`config.mk`:
```
export PLATFORM = sky130hd
export DESIGN_NAME = mem_port_arbiter
export DESIGN_NICKNAME = d
export VERILOG_FILES = /design/src/rtl/mem_arb_pkg.sv /design/src/rtl/mem_port_arbiter_pick.sv /design/src/rtl/mem_port_arbiter.sv
export SDC_FILE = /design/constraint.sdc
export NUM_CORES = 1
export LEC_CHECK = 0
export BUFFER_PORTS_ARGS = -buffer_cell sky130_fd_sc_hd__buf_2
export CAP_MARGIN = 25
export CORE_UTILIZATION = 51
export CTS_CLUSTER_SIZE = 10
export DETAILED_ROUTE_END_ITERATION = 7
export PLACE_DENSITY = 0.86
export SETUP_SLACK_MARGIN = 0.2
export SLEW_MARGIN = 20
export SYNTH_ARGS = -nofsm -noshare
export SYNTH_HDL_FRONTEND = slang
export SYNTH_SLANG_ARGS = --single-unit
```
`constraint.sdc`:
```
create_clock -name clk -period 2.8 [get_ports clk]
set_input_delay 0.28 -clock clk [delete_from_list [all_inputs] [get_ports clk]]
set_output_delay 0.28 -clock clk [all_outputs]
set_load 0.01 [all_outputs]
```
`src/rtl/mem_arb_pkg.sv`:
```
// mem_arb_pkg: shared types for the memory port arbiter.
// States, requester ids, byte-lane word and latency limit.
package mem_arb_pkg;

  localparam int MEM_LAT_MAX = 7;

  typedef enum logic [1:0] {
    IDLE   = 2'd0,
    ACCESS = 2'd1,
    RESP   = 2'd2
  } state_e;

  typedef enum logic {
    REQ_IF = 1'b0,
    REQ_D  = 1'b1
  } req_id_e;

  typedef logic [0:3][7:0] lanes_t;

endpackage

```
`src/rtl/mem_port_arbiter_pick.sv`:
```
// arb_pick: combinational winner select for fetch/data ports.
// RR_EN=0 is fixed data-over-fetch; RR_EN=1 follows ptr.
module arb_pick
  import mem_arb_pkg::*;
#(
  parameter bit RR_EN = 1'b0
) (
  input  logic if_req,
  input  logic d_req,
  input  logic ptr,
  output logic gnt_vld,
  output logic gnt_id
);

  logic prefer;

  // Pick the single winner among the pending requests.
  always_comb begin
    prefer  = RR_EN ? ptr : REQ_D;
    gnt_vld = if_req | d_req;
    gnt_id  = REQ_D;
    unique case (1'b1)
      (d_req && !if_req): gnt_id = REQ_D;
      (if_req && !d_req): gnt_id = REQ_IF;
      (if_req && d_req):  gnt_id = prefer;
      default:            gnt_id = REQ_D;
    endcase
  end

endmodule

```
`src/rtl/mem_port_arbiter.sv`:
```
// mem_port_arbiter: one shared memory port, fetch and data clients.
// Define MEM_ARB_RR_EN for round-robin on contention.
module mem_port_arbiter
  import mem_arb_pkg::*;
#(
  parameter int MEM_LATENCY = 1
) (
  input  logic             clk,
  input  logic             rst_b,
  input  logic             if_req,
  input  logic [31:0]      if_addr,
  output logic             if_ack,
  output logic [31:0]      if_rdata,
  input  logic             d_req,
  input  logic             d_we,
  input  logic [31:0]      d_addr,
  input  logic [0:3][7:0]  d_wdata,
  output logic             d_ack,
  output logic [0:3][7:0]  d_rdata,
  output logic [31:0]      mem_addr,
  output logic [0:3][7:0]  mem_data_in,
  input  logic [0:3][7:0]  mem_data_out,
  output logic             mem_write_en,
  input  logic             halt_req,
  output logic             idle
);

  localparam logic [2:0] LAT = 3'(MEM_LATENCY);

`ifdef MEM_ARB_RR_EN
  localparam bit RR_EN = 1'b1;
`else
  localparam bit RR_EN = 1'b0;
`endif

  state_e      state;
  logic [2:0]  cnt;
  logic        gnt_id;
  logic [31:0] addr_q;
  logic        we_q;
  lanes_t      wdata_q;
  logic        ptr;
  logic        pick_vld;
  logic        pick_id;
  logic        grant;
  logic        last_acc;

  arb_pick #(
    .RR_EN(RR_EN)
  ) u_pick (
    .if_req (if_req),
    .d_req  (d_req),
    .ptr    (ptr),
    .gnt_vld(pick_vld),
    .gnt_id (pick_id)
  );

  assign grant    = (state == IDLE) && pick_vld && !halt_req;
  assign last_acc = (state == ACCESS) && (cnt == 3'd1);

`ifdef MEM_ARB_RR_EN
  // Favour the other requester after every grant.
  always_ff @(posedge clk or negedge rst_b) begin
    if (!rst_b)
      ptr <= REQ_D;
    else if (grant)
      ptr <= ~pick_id;
  end
`else
  assign ptr = REQ_D;
`endif

  // Sequencer: latch the winner, count latency, respond.
  always_ff @(posedge clk or negedge rst_b) begin
    if (!rst_b) begin
      state   <= IDLE;
      cnt     <= 3'd0;
      gnt_id  <= REQ_D;
      addr_q  <= 32'd0;
      we_q    <= 1'b0;
      wdata_q <= '0;
    end else begin
      unique case (state)
        IDLE: begin
          if (grant) begin
            state  <= ACCESS;
            cnt    <= LAT;
            gnt_id <= pick_id;
            if (pick_id == REQ_D) begin
              addr_q  <= d_addr;
              we_q    <= d_we;
              wdata_q <= d_we ? d_wdata : '0;
            end else begin
              addr_q  <= if_addr;
              we_q    <= 1'b0;
              wdata_q <= '0;
            end
          end
        end
        ACCESS: begin
          cnt <= cnt - 3'd1;
          if (cnt == 3'd1)
            state <= RESP;
        end
        RESP:    state <= IDLE;
        default: state <= IDLE;
      endcase
    end
  end

  // Capture read data into the granted port on the last access edge.
  always_ff @(posedge clk or negedge rst_b) begin
    if (!rst_b) begin
      if_rdata <= 32'd0;
      d_rdata  <= '0;
    end else if (last_acc && !we_q) begin
      if (gnt_id == REQ_IF)
        if_rdata <= mem_data_out;
      else
        d_rdata  <= mem_data_out;
    end
  end

  assign idle   = (state == IDLE);
  assign if_ack = (state == RESP) && (gnt_id == REQ_IF);
  assign d_ack  = (state == RESP) && (gnt_id == REQ_D);

  assign mem_addr     = (state == ACCESS) ? (addr_q & ~32'h3) : 32'd0;
  assign mem_data_in  = (state == ACCESS) ? wdata_q : '0;
  assign mem_write_en = (state == ACCESS) && we_q && (cnt == LAT);

endmodule

```
; Word-level counts from Yosys, hierarchy flattened
; Index checks and enable logic that the tools add are counted.
[totals]
regBits = 135
wordCells = 53
output_inout_bits = 132
input_bits = 134
[op_classes]
add_sub_neg = 1
n_eq_ne = 5
n_bitwise = 2
n_reduce_logical = 19
mux = 12
[op_table]
columns = operator, n
row1 = $mux W32, 5
row2 = $reduce_and A2 Y1, 5
row3 = $logic_and A1 B1 Y1, 9
row4 = $pmux W3 S2, 1
row5 = $mux W2, 2
row6 = $pmux W2 S2, 1
row7 = $eq A3 B1 Y1 const B, 1
row8 = $logic_not A1 Y1, 3
row9 = $mux W3, 1
row10 = $sub A3 B1 Y3 const B, 1
row11 = $eq A2 B1 Y1 const B, 1
row12 = $eq A2 B2 Y1 const B, 1
row13 = $logic_not A2 Y1, 1
row14 = $mux W1, 2
row15 = $ne A2 B1 Y1 const B, 1
row16 = $ne A2 B2 Y1 const B, 1
row17 = $reduce_bool A2 Y1, 1
row18 = $not A1 Y1, 1
row19 = $or A1 B1 Y1, 1

; Logic depth before layout (Yosys ltp)
[logic_depth]
depth_word = 5
mapped_depth = 6

; Cells and area by module
; Synthesis repeated with hierarchy kept, for this count alone.
[unflattened]
cells_unflattened = 446
area_unflattened_um2 = 5798.1
[by_module_without_submodules]
columns = module, cells_per_inst, area_per_inst_um2, seq_area_each_um2, n_inst
row1 = mem_port_arbiter, 444, 5785.5, 3329.4, 1
row2 = arb_pick, 2, 12.5, 0.0, 1

; Least setup slack after synthesis
; Ideal clock, no wire load.
[synth_path]
kind = reg2reg
from = register state[0]
to = register addr_q[10]
t_arrival_ns = 1.443
setup_slack_ns = 1.233
setup_ns = 0.125
path_stages_with_launch = 5
n_path_buf = 1
path_cell_list = dfrtp_1 nor3_2 o21a_2 buf_6 mux2_2
[synth_between]
elab_chain_len = 4
[synth_lines]
columns = element, line_no
row1 = "start, declared", mem_port_arbiter.sv:36  ; state_e state;
row2 = "start signal, assigned", mem_port_arbiter.sv:76  ; state <= IDLE;
row3 = "start signal, assigned", mem_port_arbiter.sv:86  ; state <= ACCESS;
row4 = "start signal, assigned", mem_port_arbiter.sv:103  ; state <= RESP;
row5 = $logic_not A2 Y1 *, "mem_port_arbiter.sv:58, mem_port_arbiter.sv:83"
row6 = $logic_and A1 B1 Y1 (2 in series), mem_port_arbiter.sv:58  ; assign grant = (state == IDLE) && pick_vld && !halt_req;
row7 = $reduce_and A2 Y1 (no line) *, n/a
row8 = "end signal, assigned", mem_port_arbiter.sv:90  ; addr_q <= d_addr;
row9 = "end signal, assigned", mem_port_arbiter.sv:94  ; addr_q <= if_addr;
row10 = "end, declared", mem_port_arbiter.sv:39  ; logic [31:0] addr_q;
; Mark *: on every way between the ends. The rest lies on a longest branch, timed or not.
; A chain may end at the register's enable or synchronous reset.

; Worst setup path after layout
[layout_path]
from = register state[0]
to = output port mem_addr[18]
[layout_between]
elab_chain_len = 2
[layout_lines]
columns = element, line_no
row1 = $eq A2 B1 Y1, mem_port_arbiter.sv:128  ; assign mem_addr = (state == ACCESS) ? (addr_q & ~32'h3) : 32'd0;
row2 = $mux W32, mem_port_arbiter.sv:128
row3 = "end, declared", mem_port_arbiter.sv:20  ; output logic [31:0] mem_addr,
; No other way between the ends.

==> results.ini <==
[yosys]
yosysUniqueCellTypes = 32
synthFlopType = dfrtp_1
yosys-top-cells-area = dfrtp_1 (56%), mux2_2 (18%), mux2_4 (7.6%), and2_1 (6.6%), a22o_1 (4.9%)
synth_top_area_share_pct = 55.63
syn-instance-count = 412
avgSynthCellArea_sq_um = 14.41
ys_ff_latch = 133
synth_edf_count = 0
synth_seq_area_share_pct = 56.07
syn_area_sq_um = 5938
synthArstFlopShare_pct = 100.0
synth_area_leader_cell = dfrtp_1
yosys_warnings = 0

[floorplan]
core_sq_um = 11370
initial_utilization_pct = 52.23
die-area_sq_um = 12080
die_h_um = 109.9
rows = 39
die_x_um = 109.9
io_pins = 266

[sta]
fin_crit_ns = 2.286
rsz0062_at_grt = no
fin_skew_ns = 0.007781
setup_tns_ns = 0
max_clock_freq_mhz = 437.5
worst_slew_pin_slew_ns = 0.7951
finalHoldViolCount = 0
slew_headroom_pct = 46.81
finalCritPeriodShare_pct = 81.64
setup_viol = 0
slew_violations = 0

[cells_and_area]
fillCellCount = 816
num_antenna_cells = 0
finalNonFillerCells = 824
layout.nets = 805
final_cell_area_sq_um = 7840
fin_util_pct = 68.96
drive_above_1_share_pct = 62.11
area_growth_pct = 32.03

[setup_path]
cpMaxStageDelayCell = dfrtp_1
critical_path.endpoint_type = primary output
worstSetupPathType = register to primary output
max_stage_delay_ns = 0.49
crit_chain = nor2b_4 > buf_4 > and2_1 > buf_2
critPathBufInv = 2
arrival_ns = 2.01
cp_top_family = buffers and inverters
cp.required_ns = 2.52
cp_max_fo = 55
start_kind = register

[placed_design]
post-place-cells = 792
io_buffer_count = 259
placed_cell_area_sq_um = 7284
hpwl_um = 9656
routabilityCongestion = 0.7971

[route]
via_per_inst = 5.112
drt_iter0_markers = 165
drcViolationCount = 0
post_drt_wl_per_cell_um = 16.36
vias = 4212
wl_um = 13480
firstDrtPassIters = 7
postRouteAntennaNets = 0

[power_and_ir_drop]
p_leak_nw = 4.087
ir_drop_uv = 676.6
cellPowerDensity_nw_per_um2 = 1125

[worst_hold_path]
hold_path.class = input pin to register

[clock_network]
numClockSinks = 133
post-cts-setup-buffers = 0
clockBufferDepth = 2
h-tree-depth = 4
numCtsBuffers = 17
clk_pin_slew_worst_paths_ns = 0.06
cts_tree = built
clock_latency_ns = 0.41
root_buffer = clkbuf_16

[run]
drv_cap = 0

[grt]
grt.overflow.total = 0
antenna_found_initial = 0
grt_pass1_wl_um = 20200
grt_pass1_vias = 4219
grt_max_degree = 75
grt_usage_pct = 22.42

[status]
status = finished clean

==> flip-flops by register name, indices dropped and copies added, names as in the netlist <==
name and count:
addr_q 30, state 2, if_rdata 32, gnt_id 1, d_rdata 32, cnt 3, wdata_q 32, we_q 1
==> logic make-up after synthesis <==
kind of cell             count (synthesis)  synth area share [%]
flip-flops                             133                 56.07
multiplexers                           124                 25.41
AND/OR/NAND/NOR                         82                 8.892
AO/OA/AOI/OAI                           39                 5.563
buffers and inverters                   30                 3.435
adder cells (fa/ha/maj)                  2                0.4213
other                                    1               0.06315
XOR/XNOR                                 1                0.1475
==> timing repair <==
item	4_1_cts	5_1_grt
endpoints found under the hold margin	59	0
gates resized for setup	0	0
hold buffers	1	0
==> worst register-to-register path, cell delays in order (launching register included) <==
cell and delay (ns):
dfrtp_1 0.47, nor3_2 0.36, o21a_2 0.71, mux2_2 0.43
==> per-stage QoR <==
step                power (mW)  worst slack, ns  hold WS [ns]
finish                   8.818           0.5140       0.08280
global route             9.344           0.3171       0.08159
CTS                      8.908           0.4623       0.06178
detailed placement       6.826           0.7191        0.2898
global placement         6.645           0.8052        0.2750
floorplan                5.528            1.233      -0.01559
==> metal layers <==
layer	share of wire (%)	track usage, %	vias to the layer above	wire, um
met5	0	0	-	0
met4	3.1	11.43	0	421
met3	6.0	6.698	40	811
met2	52	38.30	165	6974
met1	39	25.36	2054	5274
li1	-	-	1953	-
==> cell usage after synthesis (2+ instances only) <==
library cell	instances
a22o_1	33
inv_1	2
buf_6	9
clkbuf_1	10
nand2b_1	2
nor2b_1	2
dfrtp_1	132
nand2_1	2
buf_4	5
and2_1	63
mux2_4	30
mux2_2	94
buf_2	4
nor2_1	5
ha_1	2
==> path summary, 6_finish.rpt <==
| check | startpoint | end | slack (ns) | depth (start not counted) |
|---|---|---|---|---|
| max | state[0]$_DFFE_PN0P_ | mem_addr[18] | 0.51 | 4 |
| min | d_wdata[13] | wdata_q[13]$_DFFE_PN0P_ | 0.08 | 2 |
| max reg2reg | state[0]$_DFFE_PN0P_ | addr_q[15]$_DFFE_PN0P_ | 0.73 | 3 |
| min reg2reg | addr_q[24]$_DFFE_PN0P_ | addr_q[24]$_DFFE_PN0P_ | 0.50 | 1 |
| max in group asynchronous | rst_b | gnt_id$_DFFE_PN1P_ | 1.58 | 3 |
| min in group asynchronous | rst_b | if_rdata[30]$_DFFE_PN0P_ | 0.41 | 2 |
==> area by class of cell <==
type,count,area (sq um),area share (%)
Timing Repair Buffer,265,1363,17.38
Multi-Input combinational cell,250,2416,30.82
Inverter,2,7.507,0.09575
Sequential cell,133,3329,42.47
Clock buffer,23,467.9,5.969
Tap cell,143,178.9,2.282
Clock inverter,8,77.57,0.9895
==> placed cells by master, fill, tap and decap left out, types with 2 or more instances in the layout <==
master and count:
and2_1 63, buf_2 258, mux2_2 94, nand2_1 2
nor2_1 5, buf_4 4, clkbuf_8 2, clkbuf_1 4
clkinv_2 2, a22o_1 33, inv_1 2, dfrtp_1 132
conb_1 2, ha_1 2, clkinvlp_4 5, mux2_4 30
nand2b_1 2, clkbuf_16 17
==> report_power, final <==
| part | internal (mW) | total [mW] | switching [mW] |
|---|---|---|---|
| clock network | 1.26 | 2.04 | 0.786 |
| logic | 1.85 | 3.40 | 1.55 |
| registers | 2.86 | 3.37 | 0.510 |
| total | 5.97 | 8.82 | 2.85 |
Note: power is estimated with default switching activity, not from simulation.
